`src/rtl/cpu_pkg.sv`:
```
// Shared CPU definitions: MEM-stage FSM state encoding and WB control bit positions.
// Ports: none (package only).
// Imported by the pipeline stages that need the state type or WB bit indices.
package cpu_pkg;

   typedef enum logic [1:0] {
      ST_IDLE   = 2'd0,
      ST_ACCESS = 2'd1,
      ST_RESP   = 2'd2
   } state_t;

   // Bit positions inside the 2-bit WB control field
   localparam int WB_REGWRITE = 0;
   localparam int WB_MEMTOREG = 1;

endpackage

```
`src/rtl/mem_stage.sv`:
```
// MEM stage: runs loads/stores against data memory over a req/ack handshake,
// stalls the pipeline while an access is outstanding, traps misaligned and
// timed-out accesses, and passes WB control / address / dest reg to memwb.
// Ports:
//   clk, rst                         clock, synchronous active-high reset
//   mem_read_in, mem_write_in, wb_in, wn_in, addr_in, wdata_in   from EX/MEM
//   dm_req, dm_we, dm_addr, dm_wdata, dm_ack, dm_rdata           data memory bus
//   rd_out, addr_out, wb_out, wn_out                             to memwb
//   stall, misalign, bus_err                                     hazard / trap outputs
module mem_stage
   import cpu_pkg::*;
#(
   parameter int TIMEOUT = 15,
   parameter int CNT_W   = 4
) (
   input  logic        clk,
   input  logic        rst,
   input  logic        mem_read_in,
   input  logic        mem_write_in,
   input  logic [1:0]  wb_in,
   input  logic [4:0]  wn_in,
   input  logic [31:0] addr_in,
   input  logic [31:0] wdata_in,
   output logic        dm_req,
   output logic        dm_we,
   output logic [31:0] dm_addr,
   output logic [31:0] dm_wdata,
   input  logic        dm_ack,
   input  logic [31:0] dm_rdata,
   output logic [31:0] rd_out,
   output logic [31:0] addr_out,
   output logic [1:0]  wb_out,
   output logic [4:0]  wn_out,
   output logic        stall,
   output logic        misalign,
   output logic        bus_err
);

   localparam logic [CNT_W-1:0] CNT_LAST = CNT_W'(TIMEOUT - 1);

   state_t            state_q,    state_d;
   logic              dm_req_q,   dm_req_d;
   logic              dm_we_q,    dm_we_d;
   logic [31:0]       dm_addr_q,  dm_addr_d;
   logic [31:0]       dm_wdata_q, dm_wdata_d;
   logic [31:0]       rd_q,       rd_d;
   logic [CNT_W-1:0]  cnt_q,      cnt_d;
   // Set when the access that just ended was a load that timed out; used to
   // squash the register write while that instruction sits in RESP.
   logic              tmo_ld_q,   tmo_ld_d;

   logic mem_op;
   logic acc;

   assign mem_op   = mem_read_in | mem_write_in;
   assign acc      = mem_op & (addr_in[1:0] == 2'b00);
   assign misalign = mem_op & (addr_in[1:0] != 2'b00);

   always_comb begin
      state_d    = state_q;
      dm_req_d   = dm_req_q;
      dm_we_d    = dm_we_q;
      dm_addr_d  = dm_addr_q;
      dm_wdata_d = dm_wdata_q;
      rd_d       = rd_q;
      cnt_d      = cnt_q;
      tmo_ld_d   = tmo_ld_q;
      bus_err    = 1'b0;
      stall      = 1'b0;

      case (state_q)
         ST_IDLE: begin
            tmo_ld_d = 1'b0;
            // Stall the issuing cycle itself so EX/MEM holds the instruction.
            stall    = acc;
            if (acc) begin
               dm_addr_d  = addr_in;
               dm_wdata_d = wdata_in;
               dm_we_d    = mem_write_in;
               dm_req_d   = 1'b1;
               cnt_d      = '0;
               state_d    = ST_ACCESS;
            end
         end
         ST_ACCESS: begin
            stall = 1'b1;
            // An ack in the final wait cycle beats the timeout.
            if (dm_ack) begin
               dm_req_d = 1'b0;
               if (!dm_we_q) begin
                  rd_d = dm_rdata;
               end
               state_d = ST_RESP;
            end else if (cnt_q == CNT_LAST) begin
               dm_req_d = 1'b0;
               rd_d     = '0;
               bus_err  = 1'b1;
               tmo_ld_d = ~dm_we_q;
               state_d  = ST_RESP;
            end else begin
               cnt_d = cnt_q + CNT_W'(1);
            end
         end
         ST_RESP: begin
            // One unstalled cycle: memwb captures, EX/MEM advances.
            state_d = ST_IDLE;
         end
         default: begin
            state_d  = ST_IDLE;
            dm_req_d = 1'b0;
         end
      endcase
   end

   always_ff @(posedge clk) begin
      if (rst) begin
         state_q    <= ST_IDLE;
         dm_req_q   <= 1'b0;
         dm_we_q    <= 1'b0;
         dm_addr_q  <= '0;
         dm_wdata_q <= '0;
         rd_q       <= '0;
         cnt_q      <= '0;
         tmo_ld_q   <= 1'b0;
      end else begin
         state_q    <= state_d;
         dm_req_q   <= dm_req_d;
         dm_we_q    <= dm_we_d;
         dm_addr_q  <= dm_addr_d;
         dm_wdata_q <= dm_wdata_d;
         rd_q       <= rd_d;
         cnt_q      <= cnt_d;
         tmo_ld_q   <= tmo_ld_d;
      end
   end

   // WB control passes through unless the write must be suppressed.
   always_comb begin
      wb_out = wb_in;
      if (misalign || (state_q == ST_RESP && tmo_ld_q)) begin
         wb_out = 2'b00;
      end
   end

   assign dm_req   = dm_req_q;
   assign dm_we    = dm_we_q;
   assign dm_addr  = dm_addr_q;
   assign dm_wdata = dm_wdata_q;
   assign rd_out   = rd_q;
   assign addr_out = addr_in;
   assign wn_out   = wn_in;

endmodule

```
`config.mk`:
```
export PLATFORM = sky130hd
export DESIGN_NAME = mem_stage
export DESIGN_NICKNAME = d
export VERILOG_FILES = /design/src/rtl/cpu_pkg.sv /design/src/rtl/mem_stage.sv
export SDC_FILE = /design/constraint.sdc
export NUM_CORES = 1
export LEC_CHECK = 0
export ABC_CLOCK_PERIOD_IN_PS = 3700
export BUFFER_PORTS_ARGS = -buffer_cell sky130_fd_sc_hd__buf_4
export CAP_MARGIN = 15
export CORE_MARGIN = 2
export CORE_UTILIZATION = 42
export CTS_CLUSTER_SIZE = 30
export DETAILED_ROUTE_END_ITERATION = 8
export PLACE_DENSITY = 0.82
export SLEW_MARGIN = 20
export SYNTH_ARGS = -nofsm -noshare
export SYNTH_HDL_FRONTEND = slang
export SYNTH_SLANG_ARGS = --single-unit
export TNS_END_PERCENT = 50
```
`constraint.sdc`:
```
create_clock -name clk -period 3.7 [get_ports clk]
set_input_delay 0.185 -clock clk [delete_from_list [all_inputs] [get_ports clk]]
set_output_delay 0.185 -clock clk [all_outputs]
set_load 0.005 [all_outputs]
```
---- Word level (Yosys, flattened, before mapping) ----
Index checks and enable logic that the tools add are counted.
storage, ports and cells
  bits in registers ....................... 105
  input port bits ......................... 108
  output and inout port bits .............. 140
operators by class
  bitwise gates (word level) .............. 5
  add/subtract/negate cells ............... 1
  equal/unequal tests ..................... 9
  reduce and logical (&&, ||, !) cells .... 13
  mux-type cells .......................... 23
operators by type and width
  operator               count
  $mux W32               3
  $mux W4                3
  $ne A2 B2 Y1 const B   5
  $reduce_and A3 Y1      3
  $mux W1                8
  $mux W2                4
  $pmux W4 S2            1
  $reduce_bool A2 Y1     3
  $add A4 B1 Y4 const B  1
  $eq A4 B4 Y1 const B   1
  $logic_not A2 Y1       2
  $pmux W1 S2            2
  $pmux W2 S2            1
  $reduce_and A2 Y1      2
  $reduce_and A4 Y1      1
  $ne A3 B3 Y1 const B   1
  $pmux W1 S3            1
  $and A1 B1 Y1          2
  $eq A2 B1 Y1 const B   1
  $eq A2 B2 Y1 const B   1
  $not A1 Y1             2
  $logic_and A1 B1 Y1    1
  $logic_or A1 B1 Y1     1
  $or A1 B1 Y1           1

---- Depth between registers and ports, before layout ----
Gate-level depths: netlist of run 1.
  depth in word-level cells ............... 4
  mapped depth ............................ 6
  depth with buffers taken out ............ 5

---- Worst setup path before layout of run 1 ----
Ideal clock, no wire load.
  path kind ............................... register to register
  start point ............................. reg cnt_q[0]
  end point ............................... reg dm_req_q (netlist: dm_req)
  clock period less this slack ............ 1.450 ns
  path slack .............................. 2.250 ns
  path buffers ............................ 0
  cell stages (with the launch flop) ...... 6
  data arrival time ....................... 1.354 ns
  cells stage by stage .................... dfxtp_1 -> inv_1 -> ha_1 -> and3_1 -> or3_1 -> a221oi_1
on the way
  cells in the longest elaborated chain, start to end .. 3
RTL lines
  what                         RTL line          RTL
  start: declaration           mem_stage.sv:47   logic [CNT_W-1:0] cnt_q, cnt_d;
  start signal: assignment     mem_stage.sv:132  cnt_q <= cnt_d;
  $eq A4 B4 Y1                 mem_stage.sv:94   end else if (cnt_q == CNT_LAST) begin
  $ne A3 B3 Y1 (no line)       --
  $reduce_and A3 Y1 (no line)  --
  end signal: assignment       mem_stage.sv:127  dm_req_q <= dm_req_d;
  end: declaration             mem_stage.sv:42   logic dm_req_q, dm_req_d;
No other way between the ends.
A chain may end at the register's enable or synchronous reset.

---- Worst setup path after layout of run 1 ----
  start point ............................. reg state_q[0]
  end point ............................... reg dm_addr_q[1] (netlist: dm_addr[1])
on the way
  cells in the longest elaborated chain, start to end .. 2
RTL lines
  what                         RTL line          RTL
  start: declaration           mem_stage.sv:41   state_t state_q, state_d;
  start signal: assignment     mem_stage.sv:126  state_q <= state_d;
  $logic_not A2 Y1             mem_stage.sv:71   case (state_q)
  $reduce_and A2 Y1 (no line)  --
  end signal: assignment       mem_stage.sv:129  dm_addr_q <= dm_addr_d;
  end: declaration             mem_stage.sv:44   logic [31:0] dm_addr_q, dm_addr_d;
No other way between the ends.

==> impl_results.md, run 1 <==
* Die width at 109.1 um
* Syn Inst Count at 508
* Period utilization at 55.13%
* Largest net degree at the start of global routing at 111
* PostCTS Resize Cnt at 0
* Post-synth top area share at 45.34%
* Global routing's busiest layer: met2
* Nets at 783
* Met3 global-route usage at 5.798%
* Initial Utilization at 42.95%
* Post-route ant nets at 0
* # IOs at 248
* TritonCTS Sinks at 105
* CTS tree: yes
* Wire length of the first global-routing pass at 20090 um
* Vias in the first global route at 4228
* Skew-Pair Late Insertion Delay at 0.36 ns
* Area grow syn2layout at 38.81%
* Setup TNS at 0 ns
* Initial DRC Count at 444
* Largest cells by area after synthesis: dfxtp_1 45%, o31ai_1 10%, nand4_1 8.4%
* Worst-case clock buffer depth at 2
* Initial antenna violation count at 0
* CP Data Required Time at 3.97 ns
* LEAKAGE at 0.002667 uW
* Share of post-route cells with drive strength above 1 at 39.53%
* Share of power burned in registers at 50.4%
* DP Wirelength at 8945 um
* Critical Path Start Type: register
* Area leader, netlist: dfxtp_1
* CP Cell Sequence: or2_2 > buf_4 > nor3_1 > nor3b_1
* Slew Limit Fails at 0
* Outcome: finished clean
* Grt ovf at 0
* Vias/cell at 5.633
* Worst Skew at 0.01330 ns
* Met1 Use GR at 24.79%
* Setup CP Type: register to register
* Final Wtd Congestion at 0.7687
* Crit. End Element: register
* Post-synth EDFFs at 0
* Worst path slowest cell: or2_2
* Comb pwr share at 15.8%
* Switch share at 25.41%
* Drt first pass iters at 7
* HP Class: input port to register
* Vias at 4608
* Final setup violation count at 0
* Core area at 0.01079 mm2
* Pwr dens at 367.9 mW/mm2
* Post-synthesis sequential area ratio at 45.34%
* Synth top cells by count: 105 x dfxtp_1, 66 x a21oi_1, 64 x o31ai_1, 62 x nand4_1
* GRT Overall Usage at 21.00%
* # DRC at 0
* Final std cell area, no fill at 0.006435 mm2
* Routed WL at 13490 um
* Clk pwr share at 33.8%
* Ys Warns at 0
* Final Hold Viols at 0
* P_int at 1766 uW
* Final std cells w/o fill at 818
* Sw power at 601.5 uW
* Syn Nets at 618
* FF+latch area at 0.002102 mm2
* Clock buffer count from CTS at 9
* Peak supply drop at 0.2366 mV
* Number of max-cap violations at 0
* Primary FF master, synth: dfxtp_1
* Mean Syn Cell Area at 9.125 um2
* Crit-path max FO at 35
* Placed Area at 0.006146 mm2
* Final min period at 2.040 ns
* Maximum clock rate at 490.2 MHz
* # hold bufs at CTS at 0
* DP Cell Count at 796
* Worst EP arrival at 2.31 ns
* GRT met2 Usage at 36.34%
* Root Buffer: clkbuf_8
* Fillers at 941
* Multi-input logic area at 0.002017 mm2
* Slew HR at 31.42%
* Most instantiated library cell after synthesis: dfxtp_1
* Worst-Margin Slew at 1.029 ns
* Post-CTS Setup Bufs at 0
* Async set-reset flop share out of synthesis at 0%
* Ant diodes at 0
* DIE AREA at 0.01189 mm2
* Die height at 109.1 um
* Flops & latches, synth at 105
* Synth cell types at 31
* PortBufs at 237
* H-tree depth at 3
* RSZ-0062 raised after global routing: false
* Critical Path Max Stage Delay at 0.67 ns
* Post-Syn Area at 0.004636 mm2
* Clock transition at path regs at 0.10 ns
* Row cnt at 38
* Average wire per standard cell at 16.49 um
-- final cells by class --
class,instances,share of cell area (%)
Inverter,4,0.2333
Clock inverter,5,1.322
Timing Repair Buffer,251,29.52
Tap cell,140,2.722
Multi-Input combinational cell,302,31.34
Clock buffer,11,2.197
Sequential cell,105,32.67
-- metrics by stage --
stage / setup slack [ns] / util, % / total power (uW) / hold WS [ns]
6_report: 1.660 / 59.62 / 2368 / 0.01804
5_1_grt: 1.501 / 59.62 / 2469 / 0.009688
4_1_cts: 1.655 / 59.04 / 2383 / 0.0002525
3_5_place_dp: 1.677 / 56.94 / 1587 / 0.3700
3_3_place_gp: 1.716 / 56.94 / 1577 / 0.3700
2_1_floorplan: 2.250 / - / 1399 / 0.3019
-- flip-flops by register name, summed over array words and instances (netlist names) --
register  count
cnt_q         4
dm_we         1
dm_wdata     32
dm_req        1
state_q       2
rd_out       32
dm_addr      32
tmo_ld_q      1
-- routing by layer --
layer | vias up | part of all wire (%) | wire length [um]
li1 | 2208 | - | -
met1 | 2166 | 40 | 5396
met2 | 213 | 49 | 6665
met3 | 21 | 9.0 | 1209
met4 | 0 | 1.6 | 218
met5 | - | 0 | 0
-- cell families after synthesis --
logic type	synth area share [%]
AOI/OAI and AO/OA	24.75
and+or+nand+nor	17.44
DFF	45.34
buffers and inverters	11.71
adders and majority gates	0.5397
muxes	0.2159
-- layout by cell type, fill, tap and decap left out, drive strengths merged, types with 2 or more instances in the layout --
cell,n
a21oi,66
buf,245
bufinv,2
clkbuf,11
dfxtp,105
dlygate4sd3,6
ha,2
inv,6
nand2b,38
nand3,4
nand4,62
nor2,10
nor3,2
nor3b,2
o2bb2ai,32
o31ai,64
o32ai,3
or2,3
or3,2
or4,2
-- final timing paths --
kind,startpoint,end,slack (ns),depth (start not counted)
max,state_q[0]$_SDFFE_PP0P_,dm_addr[1]$_SDFFE_PP0P_,1.66,4
min,dm_rdata[26],rd_out[26]$_SDFFE_PP0P_,0.02,2
max reg2reg,state_q[0]$_SDFFE_PP0P_,dm_addr[1]$_SDFFE_PP0P_,1.66,4
min reg2reg,dm_addr[16]$_SDFFE_PP0P_,dm_addr[16]$_SDFFE_PP0P_,0.47,2
-- worst max-delay path: cells and delay by family (launching register included) --
kind / cells / cell delay, ns
buffers and inverters: 1 / 0.45
and+or+nand+nor: 3 / 0.98
DFF: 1 / 0.50
-- power by group through the flow --
| stage | sequential [uW] | clock (uW) | combinational [uW] |
|---|---|---|---|
| 3_5_place_dp | 1220 | 0 | 367 |
| 5_1_grt | 1200 | 865 | 405 |
| 4_1_cts | 1190 | 821 | 367 |
| 3_3_place_gp | 1220 | 0 | 358 |
| 6_report | 1190 | 800 | 373 |
| 2_1_floorplan | 1220 | 0 | 181 |
No activity file was read; power rests on OpenSTA's default activity.
==> inputs of run 2 (changes only) <==
Settings changed: ABC_AREA set to 1, ABC_CLOCK_PERIOD_IN_PS 3700 to 1900.
Clock period 3.7 ns to 1.9 ns, I/O delays scaled along.
==> run 2 against run 1 <==
  * Sequential power rose by 100%
  * Synthesized cell count grew 19%
  * Combinational power up 130%
  * Sequential share of layout area down 1.2 points
  * Core utilization rose by 4.6 points
  * Die area down 1.9%
  * Highest routed layer unchanged
==> impl_results.md, run 2 <==
* Drt first pass iters at 4 (-3)
* Pre-CTS setup slack at 0.3202 ns (-1.356 ns)
* Vias in the first global route at 3984 (-5.8%)
* Post-synth EDFFs at 0 (unchanged)
* Met2 wire length at 5634 um (-15%)
* DP Cell Count at 914 (+15%)
* Share of power burned in registers at 51.5% (+1.1 points)
* # hold bufs at CTS at 39 (+39)
* Peak supply drop at 0.3658 mV (+55%)
* PortBufs at 237 (unchanged)
* Initial antenna violation count at 0 (unchanged)
* FF+latch area at 0.002102 mm2 (unchanged)
* HP Class: input port to register
* Met1 WL at 4953 um (-8.2%)
* Worst EP arrival at 1.61 ns (-0.70 ns)
* Synth cell types at 25 (-19%)
* LEAKAGE at 0.003274 uW (+23%)
* Hold Crit Endpoint: dm_addr[5]$_SDFFE_PP0P_
* Number of max-cap violations at 0 (unchanged)
* R2R Path End: rd_out[17]$_SDFFE_PP0P_
* Most common cell after layout, fill and taps aside: buf_4
* Maximum clock rate at 586.9 MHz
* Outcome: finished clean
* Final min period at 1.704 ns
* Post-synthesis adder-cell area fraction at 0.5507% (+0.011 points)
* Fillers at 887 (-5.7%)
* R2R Path Start: cnt_q[1]$_SDFFE_PP0P_
* Largest cells by area after synthesis: dfxtp_1 46%, a21oi_1 9.6%, inv_1 9.3%
* P_int at 3455 uW (+96%)
* Comb pwr share at 18.3% (+2.5 points)
* Routed WL at 11860 um (-12%)
* CP Data Required Time at 1.80 ns (-2.17 ns)
* Syn Inst Count at 606 (+19%)
* Slew Limit Fails at 0 (unchanged)
* Root Buffer: clkbuf_8
* Multi-input logic area at 0.001518 mm2 (-25%)
* Worst-case clock buffer depth at 2 (unchanged)
* Min-delay src: addr_in[5]
* Critical path origin: state_q[1]$_SDFFE_PP0P_
* DIE AREA at 0.01167 mm2 (-1.9%)
* Xor and xnor area share after synthesis at 0% (unchanged)
* Final Wtd Congestion at 0.7615 (-0.94%)
* Area grow syn2layout at 47.14%
* Critical Path Start Type: register
* Final Hold Viols at 0 (unchanged)
* Hold path cells at 3 (+1)
* Row cnt at 37 (-2.6%)
* Crit-path max FO at 74 (+110%)
* RSZ-0062 raised after global routing: false
* H-tree depth at 3 (unchanged)
* Worst Skew at 0.008367 ns (-0.004936 ns)
* Compound-Gate Fraction of Synth Area at 18.53% (-6.2 points)
* Worst-Margin Slew at 0.3942 ns (-0.6346 ns)
* Die height at 108.0 um (-0.95%)
* Post-synth top area share at 46.26% (+0.91 points)
* DP Wirelength at 8051 um (-10%)
* Post-synthesis sequential area ratio at 46.26% (+0.91 points)
* Synth top cells by count: 112 x inv_1, 105 x dfxtp_1, 87 x a21oi_1, 86 x nand2_1, 64 x o21ai_0
* Skew-Pair Late Insertion Delay at 0.36 ns (about the same)
* Initial Utilization at 43.63% (+0.68 points)
* Ys Warns at 0 (unchanged)
* R2r worst-path depth at 7 (+3)
* Post-Synth Simple-Gate Area at 14.15% (-3.3 points)
* CTS tree: yes
* Met3 WL post-DR at 1099 um (-9.1%)
* Vias at 4369 (-5.2%)
* Pwr dens at 692.9 mW/mm2 (+88%)
* Average wire per standard cell at 12.24 um (-26%)
* Post-CTS Setup Bufs at 0 (unchanged)
* Post-Syn Area at 0.004544 mm2 (-2.0%)
* Top Metal Used: met4
* Setup ws final at 0.1961 ns (-1.464 ns)
* # IOs at 248 (unchanged)
* Total power at 4633 uW (+96%)
* Sw power at 1178 uW (+96%)
* Flops & latches, synth at 105 (unchanged)
* Mux cell area share after synthesis at 0% (-0.22 points)
* Fin util at 64.19% (+4.6 points)
* Primary FF master, synth: dfxtp_1
* Area leader, netlist: dfxtp_1
* Switch share at 25.42% (about the same)
* PostCTS Resize Cnt at 0 (unchanged)
* Period utilization at 89.68%
* Mean Syn Cell Area at 7.499 um2 (-18%)
* Nets at 938 (+20%)
* Share of post-route cells with drive strength above 1 at 33.13% (-6.4 points)
* Vias/cell at 4.509 (-20%)
* Most frequent cells in the layout: 240 x buf_4, 112 x inv_1, 105 x dfxtp_1, 87 x a21oi_1, 86 x nand2_1
* Crit. End Element: primary output
* Clock buffer count from CTS at 9 (unchanged)
* Ant diodes at 0 (unchanged)
* Clk pwr share at 30.2% (-3.6 points)
* Slew HR at 73.72% (+42 points)
* Setup TNS at 0 ns (unchanged)
* Grt ovf at 0 (unchanged)
* Core area at 0.01042 mm2 (-3.5%)
* Final std cells w/o fill at 969 (+18%)
* Most instantiated library cell after synthesis: inv_1
* Syn Nets at 716 (+16%)
* GRT Overall Usage at 19.84% (-1.2 points)
* Reg2Reg Setup Slack at 0.30 ns (-1.36 ns)
* TritonCTS Sinks at 105 (unchanged)
* Largest net degree at the start of global routing at 100 (-9.9%)
* Wire length of the first global-routing pass at 18490 um (-8.0%)
* Async set-reset flop share out of synthesis at 0% (unchanged)
* Largest family of logic cells by synthesized area: buffers and inverters
* # DRC at 0 (unchanged)
* Final setup violation count at 0 (unchanged)
* Die width at 108.0 um (-0.95%)
* Clock transition at path regs at 0.11 ns (about the same)
* Setup CP Type: register to primary output
* Initial DRC Count at 266 (-40%)
* Post-route ant nets at 0 (unchanged)
-- run 2: cell count changes in the layout (fill, tap and decap cells not counted), sizes merged, moves of 5 or more --
cell | before | now
inv | 6 | 115
nand4 | 62 | 4
nand2b | 38 | 0
nand3 | 4 | 9
o21ai | 0 | 64
dlygate4sd3 | 6 | 39
a21oi | 66 | 95
o31ai | 64 | 0
nand2 | 1 | 88
nor2 | 10 | 48
o2bb2ai | 32 | 0
-- run 2: metrics by stage --
step	hold slack, ns	area [um2]
after floorplan	0.2188	4544
after global placement	0.1900	6100
after detailed placement	0.1900	6100
after CTS	0.0006309	6686
after global routing	0.00007785	6686
final	0.01149	6686
-- run 2: area by class of cell --
| cell class | instances | share of cell area, % |
|---|---|---|
| Tap cell | 136 | 2.545 |
| Clock inverter | 4 | 0.7672 |
| Inverter | 114 | 6.400 |
| Timing Repair Buffer | 283 | 33.98 |
| Sequential cell | 105 | 31.44 |
| Multi-Input combinational cell | 315 | 22.70 |
| Clock buffer | 12 | 2.171 |
-- run 2: how the worst max path moves through the flow --
stage | to | slack [ns] | cells past startpoint
after floorplan | rd_out[13]$_SDFFE_PP0P_ | 0.59 | 9
after global placement | rd_out[26]$_SDFFE_PP0P_ | 0.37 | 8
after detailed placement | rd_out[17]$_SDFFE_PP0P_ | 0.32 | 8
after CTS | stall | 0.15 | 5
after global routing | stall | 0.06 | 5
final | stall | 0.20 | 5
-- run 2: per-layer routing --
| metal | up-vias | track usage, % |
|---|---|---|
| met5 | - | 0 |
| met4 | 0 | 6.044 |
| met3 | 16 | 6.811 |
| met2 | 183 | 33.87 |
| met1 | 1898 | 23.51 |
| li1 | 2272 | - |
-- run 2: worst max-delay path: stages, from the launching register on --
cell and delay (ns):
dfxtp_1 0.48, nor2_1 0.13, nand3_4 0.13, buf_12 0.26, nand2_1 0.10, buf_4 0.15
-- run 2: cells by family after synthesis --
family | Yosys count
flip-flops | 105
AO/OA/AOI/OAI | 161
buffers and inverters | 186
adder cells (fa/ha/maj) | 2
AND/OR/NAND/NOR | 152
-- run 2: power groups by stage --
stage,clock (uW),combinational [uW],sequential [uW]
3_3_place_gp,0,775,2430
5_1_grt,1550,938,2400
2_1_floorplan,0,367,2440
3_5_place_dp,0,784,2430
6_report,1400,847,2380
4_1_cts,1450,851,2380
